[config.mk]
export PLATFORM = sky130hd
export DESIGN_NAME = calc_port_responder
export DESIGN_NICKNAME = d
export VERILOG_FILES = /design/src/rtl/calc_pkg.sv /design/src/rtl/calc_alu.sv /design/src/rtl/calc_port_responder.sv
export SDC_FILE = /design/constraint.sdc
export NUM_CORES = 1
export LEC_CHECK = 0
export BUFFER_PORTS_ARGS = -buffer_cell sky130_fd_sc_hd__buf_2
export CAP_MARGIN = 20
export CORE_MARGIN = 2
export CORE_UTILIZATION = 33
export CTS_CLUSTER_DIAMETER = 120
export CTS_CLUSTER_SIZE = 24
export DETAILED_ROUTE_END_ITERATION = 8
export SKIP_LAST_GASP = 1
export SYNTH_ARGS = -nofsm -noshare
export SYNTH_HDL_FRONTEND = slang
export SYNTH_SLANG_ARGS = --single-unit
[constraint.sdc]
create_clock -name c_clk -period 4.25 [get_ports c_clk]
set_clock_uncertainty 0.2 [all_clocks]
set_input_delay 0.425 -clock c_clk [delete_from_list [all_inputs] [get_ports c_clk]]
set_output_delay 0.425 -clock c_clk [all_outputs]
set_load 0.03 [all_outputs]
[src/rtl/calc_pkg.sv]
`default_nettype none
// ============================================================================
//  Module   : calc_pkg
//  Purpose  : Command/response code constants and FSM state encoding shared
//             by the calculator port responder and its ALU.
//  Revision : 1.0 - initial release
// ============================================================================
package calc_pkg;

    // Command codes (bit 0 is the MSB)
    localparam logic [0:3] c_CMD_NOP = 4'd0;
    localparam logic [0:3] c_CMD_ADD = 4'd1;
    localparam logic [0:3] c_CMD_SUB = 4'd2;
    localparam logic [0:3] c_CMD_SHL = 4'd5;
    localparam logic [0:3] c_CMD_SHR = 4'd6;

    // Response codes
    localparam logic [0:1] c_RESP_NONE = 2'd0;
    localparam logic [0:1] c_RESP_OK   = 2'd1;
    localparam logic [0:1] c_RESP_OVF  = 2'd2;
    localparam logic [0:1] c_RESP_INV  = 2'd3;

    // Request-handling FSM states
    typedef enum logic [1:0] {
        IDLE = 2'd0,
        OP2  = 2'd1,
        WAIT = 2'd2,
        RESP = 2'd3
    } state_e;

endpackage : calc_pkg
`default_nettype wire

[src/rtl/calc_alu.sv]
`default_nettype none
// ============================================================================
//  Module   : calc_alu
//  Purpose  : Purely combinational arithmetic for the port responder:
//             add / subtract with overflow detection and logical shifts.
//             Any code not recognised yields the invalid-command response.
//  Revision : 1.0 - initial release
// ============================================================================
module calc_alu
    import calc_pkg::*;
#(
    parameter int DW = 32
) (
    input  logic [0:3]    cmd,
    input  logic [0:DW-1] op1,
    input  logic [0:DW-1] op2,
    output logic [0:1]    resp,
    output logic [0:DW-1] result
);

    logic [0:DW] w_sum;     // bit 0 is the carry-out
    logic [4:0]  w_shamt;   // low five bits of operand 2

    // Decode the command and form response code plus result data
    always_comb begin
        w_sum   = {1'b0, op1} + {1'b0, op2};
        w_shamt = op2[DW-5:DW-1];
        resp    = c_RESP_INV;
        result  = '0;
        case (cmd)
            c_CMD_ADD: begin
                if (w_sum[0]) begin
                    resp = c_RESP_OVF;
                end else begin
                    resp   = c_RESP_OK;
                    result = w_sum[1:DW];
                end
            end
            c_CMD_SUB: begin
                if (op2 > op1) begin
                    resp = c_RESP_OVF;
                end else begin
                    resp   = c_RESP_OK;
                    result = op1 - op2;
                end
            end
            c_CMD_SHL: begin
                resp   = c_RESP_OK;
                result = op1 << w_shamt;
            end
            c_CMD_SHR: begin
                resp   = c_RESP_OK;
                result = op1 >> w_shamt;
            end
            default: begin
                resp   = c_RESP_INV;
                result = '0;
            end
        endcase
    end

endmodule : calc_alu
`default_nettype wire

[src/rtl/calc_port_responder.sv]
`default_nettype none
// ============================================================================
//  Module   : calc_port_responder
//  Purpose  : Two-cycle request port (command + operand 1, then operand 2)
//             followed by a programmable latency and a single-cycle
//             registered response. Commands arriving while busy are dropped.
//  Revision : 1.0 - initial release
// ============================================================================
module calc_port_responder
    import calc_pkg::*;
#(
    parameter int LATENCY = 3,   // 1..8
    parameter int DW      = 32
) (
    input  logic          c_clk,
    input  logic          reset,        // asynchronous, active low
    input  logic [0:3]    req_cmd_in,
    input  logic [0:DW-1] req_data_in,
    output logic [0:1]    out_resp,
    output logic [0:DW-1] out_data,
    output logic          busy
);

    // WAIT holds for LATENCY cycles: the counter is loaded with LATENCY-1
    // and the response is launched on the edge where it reads zero.
    localparam logic [2:0] c_CNT_LOAD = 3'(LATENCY - 1);

    state_e        r_state_q, w_state_d;
    logic [2:0]    r_cnt_q,   w_cnt_d;
    logic [0:3]    r_cmd_q,   w_cmd_d;
    logic [0:DW-1] r_op1_q,   w_op1_d;
    logic [0:DW-1] r_op2_q,   w_op2_d;
    logic [0:1]    r_resp_q,  w_resp_d;
    logic [0:DW-1] r_data_q,  w_data_d;
    logic          r_busy_q,  w_busy_d;

    logic          w_accept;
    logic [0:1]    w_alu_resp;
    logic [0:DW-1] w_alu_result;

    calc_alu #(
        .DW     (DW)
    ) u_alu (
        .cmd    (r_cmd_q),
        .op1    (r_op1_q),
        .op2    (r_op2_q),
        .resp   (w_alu_resp),
        .result (w_alu_result)
    );

    // A request may start from IDLE or on the edge that ends the RESP cycle
    assign w_accept = ((r_state_q == IDLE) || (r_state_q == RESP)) &&
                      (req_cmd_in != c_CMD_NOP);

    // Next-state, operand capture and response launch
    always_comb begin
        w_state_d = r_state_q;
        w_cnt_d   = r_cnt_q;
        w_cmd_d   = r_cmd_q;
        w_op1_d   = r_op1_q;
        w_op2_d   = r_op2_q;
        w_resp_d  = c_RESP_NONE;
        w_data_d  = '0;
        case (r_state_q)
            IDLE: begin
                w_state_d = IDLE;
            end
            OP2: begin
                w_op2_d   = req_data_in;
                w_cnt_d   = c_CNT_LOAD;
                w_state_d = WAIT;
            end
            WAIT: begin
                if (r_cnt_q == 3'd0) begin
                    w_state_d = RESP;
                    w_resp_d  = w_alu_resp;
                    w_data_d  = w_alu_result;
                end else begin
                    w_cnt_d = r_cnt_q - 3'd1;
                end
            end
            RESP: begin
                w_state_d = IDLE;
            end
            default: begin
                w_state_d = IDLE;
            end
        endcase
        if (w_accept) begin
            w_cmd_d   = req_cmd_in;
            w_op1_d   = req_data_in;
            w_state_d = OP2;
        end
        w_busy_d = (w_state_d != IDLE);
    end

    // State and registered outputs; reset drops any request in flight
    always_ff @(posedge c_clk or negedge reset) begin
        if (!reset) begin
            r_state_q <= IDLE;
            r_cnt_q   <= 3'd0;
            r_cmd_q   <= c_CMD_NOP;
            r_op1_q   <= '0;
            r_op2_q   <= '0;
            r_resp_q  <= c_RESP_NONE;
            r_data_q  <= '0;
            r_busy_q  <= 1'b0;
        end else begin
            r_state_q <= w_state_d;
            r_cnt_q   <= w_cnt_d;
            r_cmd_q   <= w_cmd_d;
            r_op1_q   <= w_op1_d;
            r_op2_q   <= w_op2_d;
            r_resp_q  <= w_resp_d;
            r_data_q  <= w_data_d;
            r_busy_q  <= w_busy_d;
        end
    end

    assign out_resp = r_resp_q;
    assign out_data = r_data_q;
    assign busy     = r_busy_q;

endmodule : calc_port_responder
`default_nettype wire

Word level (Yosys, flattened, before mapping)
Cells that the tools add are included.
Word-level totals
  memories: 0
  flip-flop bits (word level): 108
  word-level logic and storage cells: 47
  bits in latches: 0
  bits in read-only memories: 0
  bits in writable memories: 0
  input port bits: 38
  output and inout bits: 35
Cells by class
  shift-type cells: 2
  magnitude comparators: 1
  div/mod/pow operators: 0
  reduce and logical (&&, ||, !) cells: 10
  mux-type cells: 15
  add/sub/neg operators: 3
  equal/unequal tests: 8
  bitwise logic cells: 0
  multipliers: 0
Operator list (count)
  32-bit 2-to-1 mux: 4
  32-bit case mux with 4 select lines: 1
  32-bit by 32-bit adder with 33-bit output: 1
  32-bit > comparator: 1
  32-bit by 5-bit << shifter with 32-bit output: 1
  32-bit by 5-bit right shift with 32-bit output: 1
  32-bit subtractor: 1
  2-bit 2-to-1 mux: 6
  2-bit case mux with 3 select lines: 2
  4-bit by 3-bit equality test with 1-bit output (second input constant): 2
  3-bit case mux with 2 select lines: 1
  2-bit equality test (second input constant): 2
  4-bit by 1-bit equality test with 1-bit output (second input constant): 1
  4-bit by 2-bit equality test with 1-bit output (second input constant): 1
  2-bit nonzero test: 2
  4-bit nonzero test: 1
  2-bit OR reduction: 2
  3-bit logical NOT: 1
  3-bit 2-to-1 mux: 1
  3-bit by 1-bit subtractor with 3-bit output (second input constant): 1
  2-bit by 1-bit equality test with 1-bit output (second input constant): 1
  2-bit logical NOT: 1
  2-bit inequality test (second input constant): 1
  2-bit AND reduction: 1
  other kinds (2): 2

Logic depth before layout (Yosys ltp)
Gate-level depths: netlist of the first run.
  word-level depth: 5
  mapped depth: 15
  depth with buffers taken out: 12

By module
A second synthesis of the first run with hierarchy kept.
Unflattened totals
  cells, all modules: 1307
  area total of the unflattened synthesis: 11088.1 µm²
By module, submodules not included
  calc_alu: area an instance 7170.6 µm², cells an instance 1057, sequential area each 0.0 µm², times used 1
  calc_port_responder: area an instance 3917.5 µm², cells an instance 250, sequential area each 2702.6 µm², times used 1

Worst setup path before layout of the first run
OpenSTA, ideal clock, no wires.
  path kind: flip-flop to flip-flop
  start: reg r_op2_q[29] (netlist name)
  end: reg r_data_q, in the netlist out_data[20]
  clock period less this slack: 3.925 ns
  arrival: 3.588 ns
  required time: 3.914 ns
  library setup time: 0.136 ns
  slack: 0.325 ns
  cell stages (with the launch flop): 16
  path buffers: 5
  path through: dfrtp_1 clkinv_1 buf_1 clkbuf_1 ha_1 buf_2 o21bai_1 o2111ai_1 a211oi_1 a41oi_1 and4_4 o31a_1 buf_6 buf_6 a221oi_2 a21oi_1
On the way
  cells in the longest elaborated chain, start to end: 5
  elaborated cells on any way between the ends: 10
  those cells by class: add/sub (2); order compare (1); shift (2); mux (5)
RTL lines
  start, declared: RTL line calc_port_responder.sv:32  | logic [0:DW-1] r_op2_q, w_op2_d;
  start signal, assigned: RTL line calc_port_responder.sv:113  | r_op2_q <= w_op2_d;
  32-bit subtractor (tied with other cells): RTL line calc_alu.sv:44  | result = op1 - op2;
  32-bit 2-to-1 mux, on equally long branches: RTL line calc_alu.sv:40, calc_alu.sv:32
  32-bit case mux with 4 select lines (*): RTL line calc_alu.sv:30  | case (cmd)
  32-bit 2-to-1 mux (*): RTL line calc_port_responder.sv:74  | if (r_cnt_q == 3'd0) begin
  32-bit 2-to-1 mux (*): RTL line calc_port_responder.sv:64  | case (r_state_q)
  named net w_data_d, one bit: RTL line calc_port_responder.sv:34  | logic [0:DW-1] r_data_q, w_data_d;
  end signal, assigned: RTL line calc_port_responder.sv:115  | r_data_q <= w_data_d;
  end, declared: RTL line calc_port_responder.sv:34
The timed path passes the listed nets; every way through them passes the cells marked *.
A chain may end at the register's enable or synchronous reset.

Worst setup path after layout of the first run
  start: reg r_op1_q[31] (netlist name)
  end: reg r_data_q, in the netlist out_data[23]
On the way
  cells in the longest elaborated chain, start to end: 5
  elaborated cells on any way between the ends: 10
  those cells by class: add/sub (2); order compare (1); shift (2); mux (5)
RTL lines
  start, declared: RTL line calc_port_responder.sv:31  | logic [0:DW-1] r_op1_q, w_op1_d;
  start signal, assigned: RTL line calc_port_responder.sv:112  | r_op1_q <= w_op1_d;
  32-bit subtractor (tied with other cells): RTL line calc_alu.sv:44
  32-bit 2-to-1 mux, on equally long branches: RTL line calc_alu.sv:40, calc_alu.sv:32
  32-bit case mux with 4 select lines (*): RTL line calc_alu.sv:30
  32-bit 2-to-1 mux (*): RTL line calc_port_responder.sv:74
  32-bit 2-to-1 mux (*): RTL line calc_port_responder.sv:64
  named net w_data_d, one bit: RTL line calc_port_responder.sv:34
Marks and branches as above.

==> results of run 1 <==
-- worst max-delay path, cell delays in order (launching register included) --
cell and delay (ns):
dfrtp_1 0.45, ha_1 0.21, inv_1 0.06, fa_1 0.39, o21bai_1 0.23, o2111ai_1 0.21
a211oi_1 0.33, buf_4 0.18, a41oi_1 0.21, and4_4 0.29, o31a_1 0.47, a211oi_1 0.40
o31a_1 0.22, nor2_1 0.05
-- cell usage after synthesis (21+ instances only) --
| master | count |
|---|---|
| o21ai_0 | 89 |
| nor3_1 | 28 |
| nand3_1 | 26 |
| mux2i_1 | 68 |
| a31oi_1 | 21 |
| clkbuf_1 | 53 |
| mux2_2 | 43 |
| ha_1 | 70 |
| a211oi_1 | 32 |
| nand2_1 | 138 |
| o22ai_1 | 27 |
| a21oi_1 | 128 |
| inv_1 | 77 |
| buf_2 | 24 |
| nor2b_1 | 26 |
| xnor2_1 | 30 |
| nor2_1 | 138 |
| dfrtp_1 | 108 |
-- path summary, 6_finish.rpt --
path | endpoint | slack [ns] | from | cells past startpoint
setup / recovery | out_data[23]$_DFF_PN0_ | 0.23 | r_op1_q[31]$_DFFE_PN0P_ | 13
hold / removal | r_op2_q[14]$_DFFE_PN0P_ | 0.07 | req_data_in[14] | 3
setup reg to reg | out_data[23]$_DFF_PN0_ | 0.23 | r_op1_q[31]$_DFFE_PN0P_ | 13
hold reg to reg | r_cnt_q[2]$_DFFE_PN0P_ | 0.34 | r_cnt_q[2]$_DFFE_PN0P_ | 1
max in group asynchronous | r_op2_q[31]$_DFFE_PN0P_ | 2.30 | reset | 3
min in group asynchronous | r_op1_q[2]$_DFFE_PN0P_ | 0.47 | reset | 2
-- cell families (layout without fill, tap and decap cells) --
group,Yosys count,in the layout,synth area share
buffers and inverters,172,226,0.0637
flip-flops,108,108,0.244
AND/OR/NAND/NOR,427,427,0.177
XOR/XNOR,32,32,0.0253
adder cells (fa/ha/maj),72,72,0.0827
AO/OA/AOI/OAI,442,442,0.262
multiplexers,131,131,0.146
-- layer usage --
metal	vias to the layer above	track usage	share of wire
met4	2	0.0839	0.032
li1	5140	-	-
met2	440	0.379	0.46
met1	5360	0.330	0.45
met3	85	0.0296	0.063
met5	-	0	0.00031
-- stage by stage --
stage          hold WS (ns)  cells
2_1_floorplan       -0.0706   1384
3_3_place_gp          0.319   1869
3_5_place_dp          0.325   1869
4_1_cts              0.0589   1886
5_1_grt              0.0705   1886
6_report             0.0655   1886
-- what timing repair did --
action                    CTS  global route
hold endpoints to repair   11             0
gates resized for setup     0             0
hold buffers                1             0
buffers inserted            0             0
-- registers in the layout, summed over array words and instances, names as in the netlist --
name	count
out_data	32
busy	1
r_cmd_q	4
r_state_q	2
r_cnt_q	3
out_resp	2
r_op1_q	32
r_op2_q	32
-- final cells by class --
type                    instances  share of cell area
clock inverters                 7             0.00707
flip-flops and latches        108               0.219
clock buffers                   9              0.0182
well taps                     448              0.0452
multi-input cells            1104               0.620
repair buffers                130              0.0666
inverters                      80              0.0242
==> flow_summary.toml, run 1 <==
[clocking]
clkSinkCount = 108
cts_made_buffers = 9
htree_levels = 3
cts_buffer_depth = 2
cts_root_buffer = "clkbuf_16"
clk_latency_ns = 0.38
clk_pin_slew_ns = 0.10
tritoncts = "yes"

[global_routing]
grt_pass1_vias = 10400
gr-usage-all-layers = 0.237
grt_max_degree = 80
antenna_found_initial = 1
grt_overflow = 0
grt_pass1_wl_mm = 64.7

[yosys]
seq_area_frac_synth = 0.244
synthDistinctLibCells = 79
ys_warn_count = 0
synth_top_area_share = 0.244
syn-cell-area_um2 = 11100
synth-seq-cells = 108
syn_area_per_cell_um2 = 8.01
ys.flop_type = "dfrtp_1"
yosys-top-cells-area = "dfrtp_1 (24%), ha_1 (7.9%), mux2i_1 (6.1%)"
yosysTopAreaCell = "dfrtp_1"
netlist_instances = 1384
synth_edf_count = 0
synth_async_sr_flop_share = 1.00
synth_nets = 1494

[sta]
setup_slack_ns = 0.226
relSlewSlack = 0.399
fin_crit_sh = 0.947
finalHoldViolCount = 0
fmax_mhz = 249
tightest_slew_ns = 0.901
period_needed_ns = 4.02
rsz0062_at_grt = "false"
setup-tns-final_ns = 0
finalSetupViolCount = 0
drv_slew = 0

[floorplanning]
die-area_um2 = 35100
die_h_um = 187
die_x_um = 187
start_util = 0.333
io_pins = 73
core_area_um2 = 33300
row_count = 67

[routing]
drc_errors = 0
wl_per_cell_um = 22.3
dr.first_iter.drc_count = 1051
wirelength_mm = 42.0
ant_nets = 0
vias = 11000
viasPerCell = 5.85
dr.pass1.iters = 5

[worst_setup_path]
startpoint_type = "flop"
end_kind = "flop"
cp.required_ns = 4.31
crit_fanout = 11
crit_type = "reg -> reg"
crit_arrival_ns = 4.09

[layout]
syn_to_final_growth_pct = 11.9
utilization = 0.372
layout_common_cells = "nor2_1 (138), nand2_1 (138), a21oi_1 (128)"
regArea_um2 = 2710
fillerInstances = 3495
fin_area_um2 = 12400
multi_input_area_um2 = 7690
drive_above_1_share = 0.169
fin_nets = 1543
antennaDiodeCount = 0

[placed_design]
dp_slack_ns = 0.291
place.gp.congestion = 0.993
dpl_cell_area_um2 = 12100
dpl.hpwl_mm = 32.5
portBuffers = 72

[job]
drv_cap = 0

[min_path]
hold_class = "in -> reg"

[run_status]
status = "finished, final reports clean"
Power of run 1 is left out: the tool's default activity adds up to more than one toggle a clock period on the data nets, which glitch-free logic cannot reach.
==> run 2: changes to the inputs <==
Settings changed: MAX_ROUTING_LAYER set to met4.
==> run 2 against run 1 <==
  * Setup slack lost 0.11 ns
  * Core utilization grew 0.071 points
  * Via count is 1.2% lower
  * Hold slack lost 0.0077 ns
  * Critical path depth did not move
  * Highest routed layer is now met4
==> flow_summary.toml, run 2 (synthesis results as in run 1) <==
[floorplanning]
die_x_um = 187
die_h_um = 187
start_util = 0.333
io_pins = 73
row_count = 67
core_area_um2 = 33300
die-area_um2 = 35100

[global_routing]
grt_pass1_vias = 10700
grt_pass1_wl_mm = 64.5
grt_max_degree = 80
grt_overflow = 0
gr-usage-all-layers = 0.244
antenna_found_initial = 0

[min_path]
hold_class = "in -> reg"

[routing]
dr.first_iter.drc_count = 997
viasPerCell = 5.78
vias = 10900
wirelength_mm = 41.8
drc_errors = 0
ant_nets = 0
dr.pass1.iters = 5
wl_per_cell_um = 22.1

[layout]
fillerInstances = 3534
fin_cells = 1887
multi_input_area_um2 = 7690
regArea_um2 = 2710
syn_to_final_growth_pct = 12.1
antennaDiodeCount = 0
drive_above_1_share = 0.170
fin_nets = 1544
layout_common_cells = "nor2_1 (138), nand2_1 (138), a21oi_1 (128)"

[job]
drv_cap = 0

[clocking]
htree_levels = 3
clk_pin_slew_ns = 0.10
clk_latency_ns = 0.39
cts_buffer_depth = 2
post_cts_resized = 0
cts_root_buffer = "clkbuf_16"
cts_made_buffers = 9
clkSinkCount = 108
tritoncts = "yes"

[worst_setup_path]
setup.worst_path.end = "out_data[5]$_DFF_PN0_"
crit_arrival_ns = 4.17
reg2reg_from = "r_op1_q[31]$_DFFE_PN0P_"
end_kind = "flop"
crit_chain = "ha_1 > inv_1 > fa_1 > o21bai_1 > o2111ai_1 > a211oi_1 > buf_4 > a41oi_1 > and4_4 > o31a_1 > buf_4 > a211oi_1 > a21oi_1"
slowest_delay_ns = 0.45
crit_fanout = 10
cp-startpoint = "r_op1_q[31]$_DFFE_PN0P_"
cp.required_ns = 4.29
crit_type = "reg -> reg"
ff2ff_path_depth = 13
ff2ff_setup_slack_ns = 0.11
r2r_end = "out_data[5]$_DFF_PN0_"
startpoint_type = "flop"
crit_path_top_delay_cell = "dfrtp_1"

[sta]
fin_crit_sh = 0.973
rsz0062_at_grt = "false"
setup-tns-final_ns = 0
fmax_mhz = 242
period_needed_ns = 4.14
finalHoldViolCount = 0
relSlewSlack = 0.411
finalSetupViolCount = 0
drv_slew = 0
tightest_slew_ns = 0.877

[placed_design]
portBuffers = 72
place_inst = 1870
dpl.hpwl_mm = 32.6
place.gp.congestion = 1.00

[run_status]
status = "finished, final reports clean"
[run 2: cell count changes in the layout (fill, tap and decap cells not counted), sizes merged]
cell and delta:
inv -2, clkinv +1, bufinv +1, buf +1
[run 2: worst min-delay path by stage]
stage / from / end / slack [ns] / cells after the start
floorplan: reset / busy$_DFF_PN0_ / -0.07 / 0
global placement: reset / r_op1_q[2]$_DFFE_PN0P_ / 0.32 / 1
detailed placement: r_cnt_q[2]$_DFFE_PN0P_ / r_cnt_q[2]$_DFFE_PN0P_ / 0.33 / 1
CTS: req_data_in[28] / r_op2_q[28]$_DFFE_PN0P_ / 0.05 / 3
global route: req_data_in[28] / r_op2_q[28]$_DFFE_PN0P_ / 0.07 / 3
finish: req_data_in[28] / r_op2_q[28]$_DFFE_PN0P_ / 0.06 / 3
[run 2: layout make-up]
type                       instances  area share
sequential                       108       0.218
multi-input combinational       1104       0.619
clock inverter                     7     0.00937
inverter                          80      0.0242
tap                              448      0.0451
timing repair buffer             131      0.0661
clock buffer                       9      0.0181
[run 2: critical path: cells and delay by family, from the launching register on]
kind	cells	cell delay (ns)
fa+ha+maj	2	0.60
buf+inv	3	0.48
flops	1	0.45
simple gates	1	0.27
compound gates	7	1.98
[run 2: repair_timing]
action                                 4_1_cts  5_1_grt
buffers inserted                             0        0
hold buffers                                 1        0
endpoints found under the hold margin       48        0
[run 2: through the flow]
step | instance area, um2 | util | hold WS, ns | setup slack, ns
after global placement | 12100 | 0.363 | 0.317 | 0.384
after CTS | 12400 | 0.373 | 0.0519 | 0.245
after global routing | 12400 | 0.373 | 0.0707 | 0.0109
after floorplan | 11100 | - | -0.0706 | 0.325
final | 12400 | 0.373 | 0.0578 | 0.115
after detailed placement | 12100 | 0.363 | 0.328 | 0.280
[run 2: layer usage]
| metal | part of all wire | up-vias | global-route usage | wire (um) |
|---|---|---|---|---|
| met1 | 0.45 | 5252 | 0.332 | 18700 |
| met5 | 0 | - | - | 0 |
| met2 | 0.45 | 423 | 0.373 | 19000 |
| li1 | - | 5140 | - | - |
| met3 | 0.062 | 83 | 0.0280 | 2580 |
| met4 | 0.036 | 0 | 0.0904 | 1480 |
Power of run 2 is left out for the same reason.
==> run 3: changes to the inputs <==
Settings changed: BUFFER_PORTS_ARGS -buffer_cell sky130_fd_sc_hd__buf_2 to unset, CORE_UTILIZATION 33 to 60, DONT_BUFFER_PORTS set to 1, PLACE_DENSITY set to 0.88.
==> run 3 against run 2 <==
  * The run now ends with negative hold slack left
  * Maximum frequency is 3.7% higher
  * Core utilization is 29 points higher
  * Final cell count shrank 15%
  * Clock-buffer cell count grew 1
  * Flip-flop and latch count stayed put
  * Highest routed layer unchanged
==> flow_summary.toml, run 3 (synthesis results as in run 1) <==
[worst_setup_path]
crit_arrival_ns = 4.04
end_kind = "flop"
crit_chain = "clkinv_1 > fa_1 > o21bai_1 > o2111ai_1 > a211oi_1 > a41oi_1 > and4_4 > o31a_1 > buf_4 > a221oi_2 > nor2_1"
cp.required_ns = 4.30
critPathTopFamily = "compound AO/OA/AOI/OAI gates"
crit_fanout = 16
cp_num_buf_inv = 2
startpoint_type = "flop"
slowest_delay_ns = 0.58
crit_type = "reg -> reg"
crit_path_top_delay_cell = "dfrtp_2"

[floorplanning]
io_pins = 73
start_util = 0.615
die-area_um2 = 19600
core_area_um2 = 18000
die_x_um = 140
die_h_um = 140
row_count = 49

[job]
drv_cap = 0

[layout]
fin_cells = 1610
syn_to_final_growth_pct = 7.67
drive_above_1_share = 0.114
fin_nets = 1485
fin_area_um2 = 11900
layout_common_cells = "nor2_1 (138), nand2_1 (138), a21oi_1 (128)"

[sta]
rsz0062_at_grt = "false"
period_needed_ns = 3.99
finalHoldViolCount = 3
relSlewSlack = 0.273
drv_slew = 0
fin_crit_sh = 0.939
setup_slack_ns = 0.261
tightest_slew_ns = 1.09
holdWs_ns = -0.00303
setup-tns-final_ns = 0
fmax_mhz = 251
finalSetupViolCount = 0

[routing]
dr.pass1.iters = 6
wl_per_cell_um = 24.9
drc_errors = 0
viasPerCell = 6.94
wirelength_mm = 40.1
vias = 11200
dr.first_iter.drc_count = 1469
ant_nets = 0

[clocking]
clk_latency_ns = 0.37
cts_made_buffers = 9
tritoncts = "yes"
post_cts_buffers = 0
clk_pin_slew_ns = 0.09
htree_levels = 3
cts_buffer_depth = 2
cts_root_buffer = "clkbuf_16"
clkSinkCount = 108

[global_routing]
grt_max_degree = 109
grt_pass1_wl_mm = 61.9
grt_overflow = 0
gr-usage-all-layers = 0.418
grt_pass1_vias = 10500
antenna_found_initial = 1

[run_status]
violations = "negative hold slack"
status = "finished with violations"

[min_path]
hold_class = "in -> reg"

[placed_design]
dp_slack_ns = 0.354
place_inst = 1564
dpl_cell_area_um2 = 11300
place.gp.congestion = 1.02
dpl.hpwl_mm = 30.2
portBuffers = 0
==> run 3: cell types whose count changed in the layout (fill, tap and decap cells not counted) <==
cell	delta
clkinv_8	-1
nor3_2	-1
clkbuf_1	+1
buf_16	+1
diode_2	+1
buf_2	-71
dlygate4sd3_1	+26
nor3_1	+1
buf_4	-15
bufinv_16	-1
clkinv_4	+1
==> run 3: worst register-to-register path, delay by kind of cell (launching register included) <==
kind                       cells  cell delay [ns]
AOI/OAI and AO/OA              6             1.78
adders and majority gates      1             0.45
buffers and inverters          2             0.52
DFF                            1             0.58
and+or+nand+nor                2             0.33
==> run 3: final timing paths <==
check / start / end / slack [ns] / depth (start not counted)
max: r_op2_q[30]$_DFFE_PN0P_ / out_data[28]$_DFF_PN0_ / 0.26 / 11
min: req_data_in[23] / r_op1_q[23]$_DFFE_PN0P_ / -0.003 / 1
max reg2reg: r_op2_q[30]$_DFFE_PN0P_ / out_data[28]$_DFF_PN0_ / 0.26 / 11
min reg2reg: r_cnt_q[1]$_DFFE_PN0P_ / r_cnt_q[1]$_DFFE_PN0P_ / 0.37 / 2
max in group asynchronous: reset / r_op2_q[1]$_DFFE_PN0P_ / 2.95 / 2
min in group asynchronous: reset / r_op1_q[22]$_DFFE_PN0P_ / 0.47 / 2
==> run 3: layout make-up <==
class | count | area, um2
clock buffer | 10 | 229
multi-input combinational | 1104 | 7680
clock inverter | 6 | 78.8
fill | 1547 | 6100
inverter | 80 | 300
tap | 229 | 287
timing repair buffer | 72 | 641
antenna | 1 | 2.50
sequential | 108 | 2710
==> run 3: timing repair <==
item,CTS,global route
gates resized for setup,0,0
hold buffers,28,0
hold endpoints to repair,138,0
==> run 3: metal layers <==
| layer | track usage | routed length [um] | vias up |
|---|---|---|---|
| li1 | - | - | 5031 |
| met1 | 0.610 | 17300 | 5367 |
| met2 | 0.613 | 17700 | 690 |
| met3 | 0.0503 | 3970 | 91 |
| met4 | 0.123 | 1120 | 0 |
| met5 | - | 0 | - |
==> run 3: per-stage QoR <==
stage | hold WS (ns) | utilization
2_1_floorplan | -0.0706 | -
3_3_place_gp | -0.0691 | 0.627
3_5_place_dp | -0.0693 | 0.627
4_1_cts | 0.000460 | 0.661
5_1_grt | 0.00460 | 0.662
6_report | -0.00303 | 0.662
Power of run 3 is left out for the same reason.
